File: src/rtl/divide_arbiter.sv
// Round-robin front end sharing one self-timed req/fin divider among NReq clocked requesters.
// Handles divide-by-zero locally and aborts a stuck divider after TimeoutCycles.
module divide_arbiter #(
  parameter int NReq          = 4,
  parameter int AWidth        = 32,
  parameter int BWidth        = 32,
  parameter int TimeoutCycles = 1024
) (
  input  logic                     clk,
  input  logic                     rst_n,
  input  logic [NReq-1:0]          cpu_req,
  input  logic [NReq*AWidth-1:0]   cpu_a,
  input  logic [NReq*BWidth-1:0]   cpu_b,
  output logic [NReq-1:0]          cpu_ack,
  output logic [AWidth-1:0]        cpu_s,
  output logic [BWidth-1:0]        cpu_mod,
  output logic                     cpu_dz,
  output logic                     cpu_err,
  output logic                     busy,
  output logic                     div_req,
  output logic [AWidth-1:0]        div_a,
  output logic [BWidth-1:0]        div_b,
  input  logic                     div_fin,
  input  logic [AWidth-1:0]        div_s,
  input  logic [BWidth-1:0]        div_mod
);

  localparam int IW = (NReq > 1) ? $clog2(NReq) : 1;
  localparam int CW = $clog2(TimeoutCycles);
  localparam logic [CW-1:0] TMAX = CW'(TimeoutCycles - 1);

  typedef enum logic [2:0] {IDLE, WAIT_FIN, WAIT_RTZ, DZ, DONE} state_t;

  state_t              state;
  logic [IW-1:0]       ptr;
  logic [IW-1:0]       idx;
  logic [CW-1:0]       cnt;
  logic                fin_p0;
  logic                fin_s;
  logic [1:0]          settle;
  logic [AWidth-1:0]   res_s;
  logic [BWidth-1:0]   res_mod;
  logic                res_dz;
  logic                res_err;

  logic [IW-1:0]       grant;
  logic [AWidth-1:0]   sel_a;
  logic [BWidth-1:0]   sel_b;
  logic [NReq-1:0]     ack_vec;

  // First set request at or above base, wrapping around.
  function automatic logic [IW-1:0] rr_pick(input logic [NReq-1:0] req,
                                            input logic [IW-1:0]   base);
    logic [IW-1:0] c;
    logic [IW-1:0] pick;
    logic          found;
    c     = base;
    pick  = base;
    found = 1'b0;
    for (int k = 0; k < NReq; k++) begin
      if (!found && req[c]) begin
        pick  = c;
        found = 1'b1;
      end
      c = (c == IW'(NReq - 1)) ? '0 : c + 1'b1;
    end
    return pick;
  endfunction

  // Divide-by-zero remainder: dividend zero-extended or truncated to BWidth.
  function automatic logic [BWidth-1:0] fit_mod(input logic [AWidth-1:0] a);
    logic [BWidth-1:0] r;
    r = '0;
    for (int i = 0; i < BWidth && i < AWidth; i++) r[i] = a[i];
    return r;
  endfunction

  always_comb begin
    grant   = rr_pick(cpu_req, ptr);
    sel_a   = '0;
    sel_b   = '0;
    ack_vec = '0;
    for (int i = 0; i < NReq; i++) begin
      if (grant == IW'(i)) begin
        sel_a = cpu_a[i*AWidth +: AWidth];
        sel_b = cpu_b[i*BWidth +: BWidth];
      end
      ack_vec[i] = (idx == IW'(i));
    end
  end

  always_ff @(posedge clk or negedge rst_n) begin
    if (!rst_n) begin
      state   <= IDLE;
      ptr     <= '0;
      idx     <= '0;
      cnt     <= '0;
      fin_p0  <= 1'b0;
      fin_s   <= 1'b0;
      settle  <= '0;
      res_s   <= '0;
      res_mod <= '0;
      res_dz  <= 1'b0;
      res_err <= 1'b0;
      div_req <= 1'b0;
      div_a   <= '0;
      div_b   <= '0;
      cpu_ack <= '0;
      cpu_s   <= '0;
      cpu_mod <= '0;
      cpu_dz  <= 1'b0;
      cpu_err <= 1'b0;
      busy    <= 1'b0;
    end else begin
      fin_p0 <= div_fin;
      fin_s  <= fin_p0;
      // Hold off issue until the synchroniser reflects the real fin level after reset.
      if (!settle[1]) settle <= settle + 2'd1;
      cpu_ack <= '0;
      cpu_s   <= '0;
      cpu_mod <= '0;
      cpu_dz  <= 1'b0;
      cpu_err <= 1'b0;
      case (state)
        IDLE: begin
          if (|cpu_req && !fin_s && settle[1]) begin
            idx     <= grant;
            div_a   <= sel_a;
            div_b   <= sel_b;
            res_dz  <= 1'b0;
            res_err <= 1'b0;
            busy    <= 1'b1;
            if (sel_b == '0) begin
              state <= DZ;
            end else begin
              div_req <= 1'b1;
              cnt     <= '0;
              state   <= WAIT_FIN;
            end
          end
        end
        WAIT_FIN: begin
          // fin is checked first so it wins over a simultaneous timeout.
          if (fin_s) begin
            res_s   <= div_s;
            res_mod <= div_mod;
            div_req <= 1'b0;
            cnt     <= '0;
            state   <= WAIT_RTZ;
          end else if (cnt == TMAX) begin
            res_s   <= '0;
            res_mod <= '0;
            res_err <= 1'b1;
            div_req <= 1'b0;
            cnt     <= '0;
            state   <= WAIT_RTZ;
          end else begin
            cnt <= cnt + 1'b1;
          end
        end
        WAIT_RTZ: begin
          if (!fin_s) begin
            state <= DONE;
          end else if (cnt == TMAX) begin
            res_err <= 1'b1;
            state   <= DONE;
          end else begin
            cnt <= cnt + 1'b1;
          end
        end
        DZ: begin
          res_s   <= '1;
          res_mod <= fit_mod(div_a);
          res_dz  <= 1'b1;
          state   <= DONE;
        end
        DONE: begin
          cpu_ack <= ack_vec;
          cpu_s   <= res_s;
          cpu_mod <= res_mod;
          cpu_dz  <= res_dz;
          cpu_err <= res_err;
          ptr     <= (idx == IW'(NReq - 1)) ? '0 : idx + 1'b1;
          busy    <= 1'b0;
          state   <= IDLE;
        end
        default: state <= IDLE;
      endcase
    end
  end

endmodule

File: config.mk
export PLATFORM = sky130hd
export DESIGN_NAME = divide_arbiter
export DESIGN_NICKNAME = d
export VERILOG_FILES = /design/src/rtl/divide_arbiter.sv
export SDC_FILE = /design/constraint.sdc
export NUM_CORES = 1
export LEC_CHECK = 0
export ABC_CLOCK_PERIOD_IN_PS = 3500
export CAP_MARGIN = 20
export CORE_MARGIN = 8
export CORE_UTILIZATION = 41
export CTS_BUF_LIST = sky130_fd_sc_hd__clkbuf_8
export DETAILED_ROUTE_END_ITERATION = 12
export GPL_ROUTABILITY_DRIVEN = 0
export PLACE_DENSITY = 0.79
export RECOVER_POWER = 50
export SLEW_MARGIN = 20
export SYNTH_ARGS = -nofsm -noshare
export SYNTH_HDL_FRONTEND = slang
export SYNTH_SLANG_ARGS = --single-unit
File: constraint.sdc
create_clock -name clk -period 3.5 [get_ports clk]
set_input_delay 1.05 -clock clk [delete_from_list [all_inputs] [get_ports clk]]
set_output_delay 1.05 -clock clk [all_outputs]
set_load 0.02 [all_outputs]
==> results of run 1 <==
==> registers in the layout (all words and copies together) (netlist names), 2 cells and up <==
register / cells
state: 3
cpu_s: 32
cnt: 10
div_b: 32
cpu_ack: 4
idx: 2
res_s: 32
settle: 2
cpu_mod: 32
div_a: 32
res_mod: 32
ptr: 2
==> critical path, stage by stage <==
cell             delay, ns
clkdlybuf4s15_2       0.28
mux4_2                0.53
a211o_1               0.32
a2bb2oi_4             0.15
or2_4                 0.20
mux4_2                0.53
and4b_1               0.32
a31o_4                0.20
buf_12                0.12
a21oi_4               0.06
mux2_4                0.33
==> power breakdown <==
| part | total (mW) | switching [mW] | internal (mW) |
|---|---|---|---|
| sequential | 4.02 | 0.566 | 3.45 |
| combinational | 10.5 | 6.20 | 4.28 |
| clock | 2.50 | 1.07 | 1.43 |
==> per-layer routing <==
metal	part of all wire (%)	wire length (um)	GRT usage, %	up-vias
li1	-	-	-	5966
met4	3.8	1797	9.283	2
met3	9.5	4500	6.241	113
met2	48	22860	43.17	738
met5	0.027	13	0	-
met1	38	18120	32.29	6092
==> timing repair <==
| item | 4_1_cts | 5_1_grt |
|---|---|---|
| gates resized for setup | 27 | 42 |
| setup endpoints to repair | 70 | 23 |
| gates cloned | 0 | 4 |
| setup buffers | 8 | 11 |
| pin swaps | 5 | 16 |
==> cell usage after synthesis, types with 4 or more instances <==
cell and n:
nand2_1 439, dfrtp_1 223, nand3_1 185, and3_1 118
clkbuf_1 106, o21ai_0 91, a21oi_1 71, nor4_1 19
nor2_1 16, inv_1 14, nor3_1 11, mux2i_1 8
a211oi_1 7, o2111ai_1 7, o211ai_1 7, ha_1 6
o32ai_1 6, a21boi_0 5, nand4_1 5, o21bai_1 5
a31oi_1 4, or4_1 4
==> final cells by class <==
type	count	area [um2]
diodes	3	7.507
clock buffers	50	688.2
clock inverters	17	138.9
fillers	2206	9465
inverters	14	52.55
multi-input cells	1080	5787
flip-flops and latches	223	5583
well taps	378	473.0
repair buffers	579	5663
==> stage by stage <==
stage                     TNS (ns)  area, um2  hold slack, ns  power (mW)
final                       -1.453      18390          0.3704       17.00
after global routing        -2.212      18390          0.3689       18.11
after CTS                  -0.1891      18160          0.3722       16.40
after detailed placement    -53.71      17200          0.3495       13.71
after global placement      -41.13      17200          0.3353       13.44
after floorplan             -3.595      11680          0.3312       9.741
==> cell families (layout without fill, tap and decap cells) <==
group	count (synthesis)	in the layout	share of synthesized area [%]
AOI/OAI and AO/OA	234	234	12.31
buffers and inverters	133	660	4.626
and+or+nand+nor	825	825	32.97
DFF	223	223	47.87
xor gates and xnor gates	2	2	0.1503
adders and majority gates	6	6	0.6440
other	0	3	0
muxes	13	13	1.428
==> worst paths after layout <==
check	startpoint	cells after the start	slack, ns	endpoint
setup / recovery	cpu_req[0]	11	-0.18	cnt[0]
hold / removal	fin_p0	0	0.37	fin_s
setup reg to reg	ptr[0]	11	-0.16	cnt[0]
hold reg to reg	fin_p0	0	0.37	fin_s
max in group asynchronous	rst_n	2	0.51	div_b[16]
min in group asynchronous	rst_n	1	1.00	cpu_mod[21]
==> cells in the final DEF (no fill, tap or decap), drive strengths merged, types with 3 or more instances in the layout <==
cell           count
nand4              5
mux2i              8
ha                 6
or4                4
o211a              3
a31oi              4
o2111ai            7
a21o               3
mux2               3
a21oi             72
nand3            186
clkbuf            56
buf              115
o211ai             7
inv               26
nor3b              3
and3             118
nand2            439
nor2              17
o22ai              3
nand2b             3
a21boi             5
diode              3
nor4              19
o21bai             5
a211oi             8
nor3              11
o21ai             93
dfrtp            223
or3                4
clkdlybuf4s50    456
o32ai              6
==> metrics.md, run 1 <==
| Metric | Value |
|---|---|
| CP Max Fanout | `9` |
| Final core utilization | `between 60% and 70%` |
| WL per Instance | `between 20 and 25 um` |
| Max Slew Vio Count | `76` |
| Synth area leader | `dfrtp_1` |
| Max Cap Violations | `1` |
| Worst setup margin | `-0.1775 ns` |
| Failing checks | `max-capacitance violations, max-slew violations, negative setup slack` |
| Global Route Usage Sum | `between 20% and 30%` |
| Largest net degree at the start of global routing | `approximately 130` |
| H-Tree Depth | `2` |
| I/O pin total | `between 400 and 500` |
| Avg Inst Size Synth | `approximately 8.1 um2` |
| Antenna Nets Post-Route | `0` |
| Layout Nets | `approximately 2300` |
| Core area | `approximately 28000 um2` |
| Die Ht | `between 150 and 200 um` |
| Peak VDD IR | `approximately 0.00083 V` |
| Layout cells sized above 1 | `11.92%` |
| PortBufs | `462` |
| Synthesized area | `approximately 12000 um2` |
| # setup viols final | `10` |
| Power density cells | `924.2 nW/um2` |
| CTS tree | `built` |
| Worst Setup Start Kind | `input port` |
| Synth Register Bits | `223` |
| Global route overflow | `0` |
| Area Overhead vs Synth | `57.78%` |
| Vias/cell | `5.508` |
| Initial antenna violation count | `2` |
| Die Width | `approximately 180 um` |
| Dpl cells | `~2300` |
| Clock skew | `about 0.014 ns` |
| Initial Utilization | `a little over two fifths` |
| Dpl ws | `-1.125 ns` |
| Vias | `roughly 13000` |
| Top post-synthesis cells by area | `dfrtp_1 (48%), nand2_1 (14%), nand3_1 (7.9%), and3_1 (6.3%), o21ai_0 (3.9%)` |
| Drc violations | `0` |
| Max-Slew Margin vs Limit | `-20.50%` |
| CP required | `approximately 3.9 ns` |
| Rows | `61` |
| Seq/Total Area, Yosys | `a little under half` |
| RSZ-0062 raised after global routing | `yes` |
| Crit Path Class | `in2reg` |
| Initial DRC count | `1030` |
| Net Count, Synth | `1769` |
| Min cycle time layout | `about 3.7 ns` |
| Syn Inst Count | `about 1400` |
| Critical Path AT | `between 4 and 5 ns` |
| CTS clk-pin slew, worst paths | `0.06 ns` |
| DP HPWL | `approximately 35000 um` |
| WL final | `between 40000 and 50000 um` |
| Num CTS Buffers | `39` |
| CTS sink count | `~220` |
| Worst-Skew Late Latency | `0.53 ns` |
| Status | `complete, but fails checks` |
| Ys async rst share | `100.0%` |
| Root Buffer | `clkbuf_8` |
| Hold Crit Class | `reg2reg` |
| Fin cells | `about 2300` |
| Leak pwr | `roughly 8.6 nW` |
| Final count of hold timing violations | `0` |
| Vias in the first global route | `around 13000` |
| Global-route wire length before repair | `between 60000 and 70000 um` |
| Worst Max-Slew Pin Slew | `between 1.5 and 2 ns` |
| Crit. End Element | `flip-flop` |
| Post-synth EDFFs | `0` |
| Top_reg_cell synth | `dfrtp_1` |
| CTS max path bufs | `3` |
| Top-area cell type share of the netlist area | `between 40% and 50%` |
| Drt pass-1 iters | `7` |
| Tcrit/Tclk final | `105.1%` |
| Distinct cells, synth | `70` |
| Hold-fix buffers, CTS | `0` |
| Peak Freq | `roughly 0.27 GHz` |
| Die area | `34080 um2` |
| Warnings, synthesis | `0` |
Note: power is estimated with default switching activity, not from simulation.
==> inputs of run 2 (changes only) <==
SLEW_MARGIN = 40   (was 20)
==> metrics.md, run 2 (same netlist as run 1, synthesis figures left out) <==
| Metric | Value |
|---|---|
| Status | `complete, but fails checks` |
| Failing checks | `max-capacitance violations, max-slew violations, negative setup slack` |
| Core area | `27860 um2` |
| Crit. End Element | `flip-flop` |
| Combinational fraction of design power | `61.7%` |
| Total power | `17.01 mW` |
| CTS clk-pin slew, worst paths | `roughly 0.060 ns` |
| Largest stage delay on the critical path | `between 0.5 and 0.6 ns` |
| Vias/cell | `between 5 and 6` |
| DP HPWL | `roughly 35000 um` |
| Sw frac | `a little under half` |
| Crit Path Class | `in2reg` |
| Dpl ws | `-1.125 ns` |
| Most common cell after layout, fill and taps aside | `clkdlybuf4s50_1` |
| Drt pass-1 iters | `5` |
| RSZ-0062 raised after global routing | `yes` |
| Reg2reg setup slack | `-0.18 ns` |
| Worst setup margin | `-0.1939 ns` |
| Largest net degree at the start of global routing | `approximately 130` |
| Layout Nets | `around 2300` |
| Filler cells | `2204` |
| Die area | `around 34000 um2` |
| Min cycle time layout | `3.694 ns` |
| Vias in the first global route | `between 10000 and 15000` |
| # setup viols final | `10` |
| Drc violations | `0` |
| Reg power frac | `23.6%` |
| Global route overflow | `0` |
| Area Overhead vs Synth | `57.87%` |
| Worst Setup Start Kind | `input port` |
| Post-DP Area | `approximately 17000 um2` |
| CTS max path bufs | `3` |
| CTS tree | `built` |
| Worst Hold Depth | `0` |
| Tcrit/Tclk final | `105.5%` |
| Num CTS Buffers | `39` |
| CTS sink count | `roughly 220` |
| WP buf/inv | `2` |
| Met2 usage | `between 40 and 50%` |
| Met3 GRT Util | `6.241%` |
| I/O pin total | `about 460` |
| Initial antenna violation count | `2` |
| CP Max Fanout | `9` |
| WHS | `between 0.3 and 0.4 ns` |
| GR met1 Demand/Resource | `around a third` |
| Max-Slew Margin vs Limit | `-22.19%` |
| FF+latch area | `roughly 5600 um2` |
| Peak VDD IR | `0.0008712 V` |
| Max Cap Violations | `1` |
| CP required | `between 3 and 4 ns` |
| Antenna Nets Post-Route | `0` |
| CP max stage cell | `mux4_2` |
| Die Width | `184.6 um` |
| Clock network fraction of total power | `between 10% and 20%` |
| WL per Instance | `roughly 20 um` |
| PortBufs | `about 460` |
| Worst R2R Path Depth | `11` |
| Switching pwr | `7.869 mW` |
| Most used cell, CP | `mux4_2` |
| Layout cells sized above 1 | `between 10% and 20%` |
| Worst Max-Slew Pin Slew | `roughly 1.8 ns` |
| Vias | `12973` |
| CP top delay family | `multiplexers` |
| Initial Utilization | `41.85%` |
| Worst-Skew Late Latency | `roughly 0.53 ns` |
| Root Buffer | `clkbuf_8` |
| Power Internal | `9.144 mW` |
| Initial DRC count | `1014` |
| Critical Path AT | `4.11 ns` |
| Rows | `between 60 and 70` |
| Leak pwr | `8.596 nW` |
| H-Tree Depth | `2` |
| Die Ht | `around 180 um` |
| Post-route cell area | `18400 um2` |
| Most frequent cells in the layout | `clkdlybuf4s50_1 (456), nand2_1 (437), dfrtp_1 (221)` |
| WL final | `47450 um` |
| Max Slew Vio Count | `76` |
| Worst-path cell chain | `clkdlybuf4s15_2 > mux4_2 > a211o_1 > a2bb2oi_4 > or2_4 > mux4_2 > and4b_1 > a31o_4 > buf_12 > a21oi_4 > mux2_4` |
| Clock skew | `between 0.01 and 0.015 ns` |
| Peak Freq | `0.2707 GHz` |
| Area of the multi-input gates | `roughly 5800 um2` |
| Global Route Usage Sum | `between 20% and 30%` |
| Power density cells | `a little over 900 nW/um2` |
| Hold Crit Class | `reg2reg` |
| Final count of hold timing violations | `0` |
| Global-route wire length before repair | `between 60000 and 70000 um` |
| Stages on the worst setup path | `11` |
| GR peak layer | `met2` |
[run 2: changes by cell type in the layout (fill, tap and decap cells not counted)]
cell       previous run  this run
buf_6                 5         8
buf_4                94        92
buf_12               12        11
nor4b_2               2         1
nor4b_4               0         1
o2111ai_2             1         0
o2111ai_4             0         1
o21ai_0              89        88
o21ai_1               2         3
o32ai_1               0         1
o32ai_2               5         4
[run 2: power by group through the flow]
stage / logic [mW] / registers [mW] / clock network, mW
global placement: 9.44 / 3.99 / 0
CTS: 9.85 / 4.00 / 2.56
detailed placement: 9.67 / 4.03 / 0
finish: 10.5 / 4.02 / 2.50
global route: 11.3 / 4.12 / 2.67
floorplan: 5.32 / 4.42 / 0
[run 2: cell type report]
class,count,area share (%)
diodes,3,0.04079
clock buffers,50,3.739
clock inverters,17,0.7546
inverters,14,0.2855
multi-input cells,1080,31.51
flip-flops and latches,223,30.34
well taps,378,2.570
repair buffers,579,30.76
[run 2: per-layer routing]
metal  vias to the layer above  part of all wire, %  wire [um]
met2                       753                   48      22900
met3                       113                  9.6       4576
met5                         -                0.027         13
met1                      6134                   38      18210
li1                       5971                    -          -
met4                         2                  3.7       1754
[run 2: what timing repair did]
| item | 4_1_cts | 5_1_grt |
|---|---|---|
| setup buffers | 8 | 11 |
| pin swaps | 5 | 19 |
| gates cloned | 0 | 4 |
| endpoints found under the hold margin | 0 | 0 |
| hold buffers | 0 | 0 |
| gates resized for setup | 27 | 45 |
| setup endpoints to repair | 70 | 11 |
[run 2: final timing paths]
| check | start | to |
|---|---|---|
| min reg2reg | fin_p0 | fin_s |
| max | cpu_req[0] | cnt[0] |
| max in group asynchronous | rst_n | div_b[12] |
| min | fin_p0 | fin_s |
| min in group asynchronous | rst_n | cpu_mod[21] |
| max reg2reg | ptr[0] | cnt[0] |
[run 2: per-stage QoR]
stage,cells,TNS (ns),util [%]
floorplan,1436,-3.595,-
global placement,2252,-41.13,61.74
detailed placement,2252,-53.71,61.74
CTS,2327,-0.1891,65.20
global route,2342,-2.839,66.05
finish,2344,-1.665,66.06
==> inputs of run 3 (changes only) <==
MAX_ROUTING_LAYER = met4   (was unset)
REMOVE_ABC_BUFFERS = 1   (was unset)
SETUP_SLACK_MARGIN = 0.5   (was unset)
==> metrics.md, run 3 (same netlist as run 1, synthesis figures left out) <==
| Metric | Value |
|---|---|
| Status | `complete, but fails checks` |
| Failing checks | `max-capacitance violations, max-slew violations, negative setup slack` |
| Initial antenna violation count | `0` |
| Global-route wire length before repair | `70420 um` |
| Layout cells sized above 1 | `between 10% and 20%` |
| Sw frac | `between 40% and 50%` |
| Crit. End Element | `flip-flop` |
| Worst Hold Depth | `0` |
| Hold Crit Class | `reg2reg` |
| Total power | `between 15 and 20 mW` |
| Power Internal | `between 9 and 10 mW` |
| Crit path from | `cpu_req[2]` |
| Crit Path Class | `in2reg` |
| I/O pin total | `between 400 and 500` |
| Vias | `12826` |
| Worst Setup Start Kind | `input port` |
| Max Cap Violations | `3` |
| Vias in the first global route | `about 13000` |
| Vias/cell | `approximately 5.5` |
| Antenna Nets Post-Route | `0` |
| Peak Freq | `roughly 0.27 GHz` |
| WL per Instance | `between 20 and 25 um` |
| Combinational fraction of design power | `between 60% and 70%` |
| PortBufs | `around 460` |
| Num CTS Buffers | `38` |
| Die Ht | `184.6 um` |
| RSZ-0062 raised after global routing | `yes` |
| H-Tree Depth | `2` |
| # diodes | `0` |
| CTS max path bufs | `3` |
| Initial Utilization | `between 40% and 50%` |
| Die area | `34080 um2` |
| DP HPWL | `about 34000 um` |
| Die Width | `184.6 um` |
| Initial DRC count | `between 1000 and 1500` |
| Clock skew | `approximately 0.023 ns` |
| WL final | `roughly 48000 um` |
| Critical Path AT | `4.07 ns` |
| Switching pwr | `between 7 and 8 mW` |
| Worst r2r src | `ptr[0]` |
| Layout Nets | `2262` |
| Area Overhead vs Synth | `57.82%` |
| Most frequent cells in the layout | `clkdlybuf4s50_1 (456), nand2_1 (437), dfrtp_1 (221)` |
| Root Buffer | `clkbuf_8` |
| Leak pwr | `roughly 8.6 nW` |
| CTS sink count | `~220` |
| WP buf/inv | `2` |
| Dpl cells | `about 2300` |
| # setup viols final | `10` |
| Global route overflow | `0` |
| CTS tree | `built` |
| Tcrit/Tclk final | `105.1%` |
| Most common cell after layout, fill and taps aside | `clkdlybuf4s50_1` |
| Stages on the worst setup path | `11` |
| Fin cells | `about 2300` |
| Peak VDD IR | `between 0.0007 and 0.0008 V` |
| Min cycle time layout | `approximately 3.7 ns` |
| Global Route Usage Sum | `about 27%` |
| Worst Max-Slew Pin Slew | `2.067 ns` |
| Worst reg2reg path endpoint | `cnt[1]` |
| Reg2reg setup slack | `-0.16 ns` |
| CP Max Fanout | `7` |
| Core area | `about 28000 um2` |
| Drt pass-1 iters | `6` |
| Power density cells | `roughly 940 nW/um2` |
| Worst-Skew Late Latency | `about 0.52 ns` |
| Max-Slew Margin vs Limit | `-37.80%` |
| CP Capture Point | `cnt[1]` |
| Clock network fraction of total power | `between 10% and 20%` |
| CP max stage cell | `mux4_2` |
| Worst R2R Path Depth | `11` |
| CTS clk-pin slew, worst paths | `about 0.060 ns` |
| Most used cell, CP | `mux4_2` |
| Rows | `just over 60` |
| Final count of hold timing violations | `0` |
| Worst setup margin | `-0.1780 ns` |
| WHS | `around 0.38 ns` |
| Reg power frac | `between 20% and 30%` |
| Drc violations | `0` |
| Worst-path cell chain | `clkdlybuf4s15_2 > mux4_2 > a211o_1 > a2bb2oi_4 > or2_4 > mux4_2 > and4b_1 > a31o_4 > buf_12 > a21oi_4 > mux2_4` |
| Largest stage delay on the critical path | `0.53 ns` |
| Max Slew Vio Count | `170` |
| Largest net degree at the start of global routing | `between 100 and 150` |
| TNS Setup | `-1.149 ns` |
| CP required | `3.89 ns` |
| CP top delay family | `multiplexers` |
run 3: cell count changes in the layout (fill, tap and decap cells not counted), sizes merged:
cell / change
bufinv: -2
buf: -13
clkbuf: +6
diode: -3
inv: +2
clkinv: +2
run 3: power groups by stage:
stage	logic [mW]	clock network, mW	registers (mW)
after CTS	10.0	2.38	4.05
after floorplan	4.64	0	4.53
after global routing	11.8	2.51	4.15
after global placement	9.33	0	4.03
after detailed placement	9.57	0	4.08
final	10.9	2.33	4.05
run 3: worst min-delay path by stage:
stage	startpoint	endpoint
6_report	fin_p0	fin_s
5_1_grt	fin_p0	fin_s
4_1_cts	fin_p0	fin_s
3_5_place_dp	fin_p0	fin_s
3_3_place_gp	fin_p0	fin_s
2_1_floorplan	fin_p0	fin_s
run 3: metrics by stage:
| step | instance area [um2] | setup slack, ns | util (%) |
|---|---|---|---|
| final | 18400 | -0.1780 | 66.04 |
| after global routing | 18400 | -0.3206 | 66.04 |
| after CTS | 18150 | -0.04750 | 65.15 |
| after detailed placement | 17180 | -1.019 | 61.67 |
| after global placement | 17180 | -0.8989 | 61.66 |
| after floorplan | 11170 | -8.106 | - |
run 3: repair_timing:
| item | CTS | global route |
|---|---|---|
| gates resized for setup | 44 | 37 |
| hold buffers | 0 | 0 |
| pin swaps | 7 | 18 |
| setup endpoints to repair | 74 | 59 |
| gates cloned | 2 | 5 |
| setup buffers | 4 | 4 |
run 3: layer usage:
metal  routed length, um  part of all wire [%]  vias up  global-route usage [%]
li1                    -                     -     5963                       -
met1               17660                    37     6049                   30.86
met2               23570                    49      694                   44.77
met3                4531                   9.5      120                   6.241
met4                1999                   4.2        0                   11.20
met5                   0                     0        -                       -
run 3: final cells by class:
class                           instances  area [um2]
Inverter                               14       52.55
Clock buffer                           50       688.2
Tap cell                              378       473.0
Multi-Input combinational cell       1080        5779
Clock inverter                         19       90.09
Fill cell                            2235        9460
Sequential cell                       223        5583
Timing Repair Buffer                  572        5732
run 3: worst reg2reg max path: cells and delay by family, from the launching register on:
family | cells | cell delay (ns)
multiplexers | 3 | 1.41
adder cells (fa/ha/maj) | 1 | 0.33
buffers and inverters | 1 | 0.12
AND/OR/NAND/NOR | 2 | 0.53
AO/OA/AOI/OAI | 4 | 0.73
flip-flops | 1 | 0.43
==> patch, RTL diff (config.mk and constraints of run 2) <==
Register the inputs `div_fin`, `div_s` and `div_mod` before use, cleared by the reset. The logic sees them one clock later. The other inputs are not delayed to match.
--- a/src/rtl/divide_arbiter.sv
+++ b/src/rtl/divide_arbiter.sv
@@ -31,6 +31,22 @@
 
   typedef enum logic [2:0] {IDLE, WAIT_FIN, WAIT_RTZ, DZ, DONE} state_t;
 
+  logic div_fin_q;
+  logic [AWidth-1:0] div_s_q;
+  logic [BWidth-1:0] div_mod_q;
+
+  always_ff @(posedge clk or negedge rst_n) begin
+    if (!rst_n) begin
+      div_fin_q <= '0;
+      div_s_q   <= '0;
+      div_mod_q <= '0;
+    end else begin
+      div_fin_q <= div_fin;
+      div_s_q   <= div_s;
+      div_mod_q <= div_mod;
+    end
+  end
+
   state_t              state;
   logic [IW-1:0]       ptr;
   logic [IW-1:0]       idx;
@@ -112,7 +128,7 @@
       cpu_err <= 1'b0;
       busy    <= 1'b0;
     end else begin
-      fin_p0 <= div_fin;
+      fin_p0 <= div_fin_q;
       fin_s  <= fin_p0;
       // Hold off issue until the synchroniser reflects the real fin level after reset.
       if (!settle[1]) settle <= settle + 2'd1;
@@ -142,8 +158,8 @@
         WAIT_FIN: begin
           // fin is checked first so it wins over a simultaneous timeout.
           if (fin_s) begin
-            res_s   <= div_s;
-            res_mod <= div_mod;
+            res_s   <= div_s_q;
+            res_mod <= div_mod_q;
             div_req <= 1'b0;
             cnt     <= '0;
             state   <= WAIT_RTZ;
Behaviour: not the same (a bounded check fails within 4 cycles, from zero or initial values and one cycle with rst_n low).
==> patch against run 2 <==
The flow finishes with violations (capacitance limit, slew limit). Area after synthesis up 13%. Wire length up 4.2%. Sequential cell count up 65. Fmax up 7.1%. Synthesized cell count up 5.2%. Clock skew up 3.6 ps. Worst hold slack worse by 17 ps. Via count up 0.11%. First-iteration DRC count up 4.0%. Total power up 3.3%. Critical path depth up 2. Core utilization down 4.1 points. Cell area up 6.6%. Setup slack better by 250 ps. Critical path type unchanged. Highest routed layer unchanged.
==> patch: results (changes against run 2) <==
- Status: finished, violations left
- Failing checks: capacitance limit, slew limit
- Worst Clk Skew: 16.8 ps (+3.63 ps)
- Largest cells by area after synthesis: dfrtp_1 (55%), nand2_1 (13%), o21ai_0 (7.6%)
- Sw Share: 0.454 (-0.00834)
- Metal-1 WL: 19500 µm (+7.1%)
- Clk tree area frac: 0.0522 (+0.00723)
- Sequential element share of the synthesized area: 0.547 (+0.0686)
- Leak: 9.05 nW (+5.3%)
- Via density: 5.36 (-3.2%)
- Antenna diodes: 7 (+4)
- Worst slew pin tran: 1780 ps (-49.2 ps)
- Fill cell count: 2650 (+20%)
- RR Endpoint: cnt[3]$_DFFE_PN0P_
- Inserted Clock Buffers: 48 (+23%)
- First-pass GRT wire length: 75400 µm (+7.8%)
- Latest clock arrival within the worst-skew pair: 560 ps (+30 ps)
- Drt wl/cell: 20.4 µm (+0.74%)
- Synth Net Count: 1843 (+4.2%)
- Setup bufs post-CTS: 2 (-6)
- Slew Limit Fails: 74 (-2.6%)
- Reg2Reg Depth: 15 (+4)
- Multi-In Gates: 1099 (+1.8%)
- Met2 routed WL: 24100 µm (+5.2%)
- Share of cells above drive strength 1: 0.0942 (-0.0244)
- Clk sinks: 288 (+29%)
- Area occupied by multi-input gates: 0.00561 mm² (-3.2%)
- DP Wirelength: 37700 µm (+8.2%)
- Sequential standard cell area: 0.00721 mm² (+29%)
- Worst reg2reg setup slack: 110 ps (+290 ps)
- HP Start: div_fin_q$_DFF_PN0_
- CTS resizes: 9 (-67%)
- Largest net degree at the start of global routing: 117 (-9.3%)
- Synth top cells by count: nand2_1 (470), dfrtp_1 (288), o21ai_0 (201), and3_1 (106), clkbuf_1 (101)
- Design area: 0.0196 mm² (+6.6%)
- Nonclk inv count: 9 (-5)
- Internal: 0.00959 W (+4.9%)
- MaxCap Viol Count: 1 (unchanged)
- Worst hold slack: 354 ps (-16.5 ps)
- Synth Area in Compound Gates: 0.136 (+0.0133)
- Clk_buf instances: 64 (+28%)
- Final std cells w/o fill: 2425 (+3.5%)
- Nonclk buf count: 533 (-7.9%)
- Area growth from synthesis to layout: 49.0%
- Gate power share: 0.542 (-0.075)
- Adder-cell share of the synthesized area: 0.00570 (-0.000739)
==> patch: cell types whose count changed after synthesis, moves of 12 or more <==
cell | before | now
nor4_1 | 19 | 31
nand2_1 | 439 | 470
and3_1 | 118 | 106
dfrtp_1 | 223 | 288
nand3_1 | 185 | 74
o21ai_0 | 91 | 201
==> patch: worst max-delay path by stage <==
stage,start,endpoint,slack [ps],depth (start not counted)
2_1_floorplan,cpu_req[1],cnt[7]$_DFFE_PN0P_,30,11
3_3_place_gp,cpu_req[1],cnt[6]$_DFFE_PN0P_,-530,12
3_5_place_dp,cpu_req[1],cnt[6]$_DFFE_PN0P_,-770,12
4_1_cts,ptr[0]$_DFFE_PN0P_,cnt[3]$_DFFE_PN0P_,8,14
5_1_grt,ptr[0]$_DFFE_PN0P_,cnt[3]$_DFFE_PN0P_,-60,14
6_report,cpu_req[3],cnt[3]$_DFFE_PN0P_,50,13
==> patch: metal layers <==
metal	up-vias	track usage
met5	-	0
met4	4	0.104
met3	118	0.0626
met2	658	0.414
met1	6096	0.307
li1	6111	-
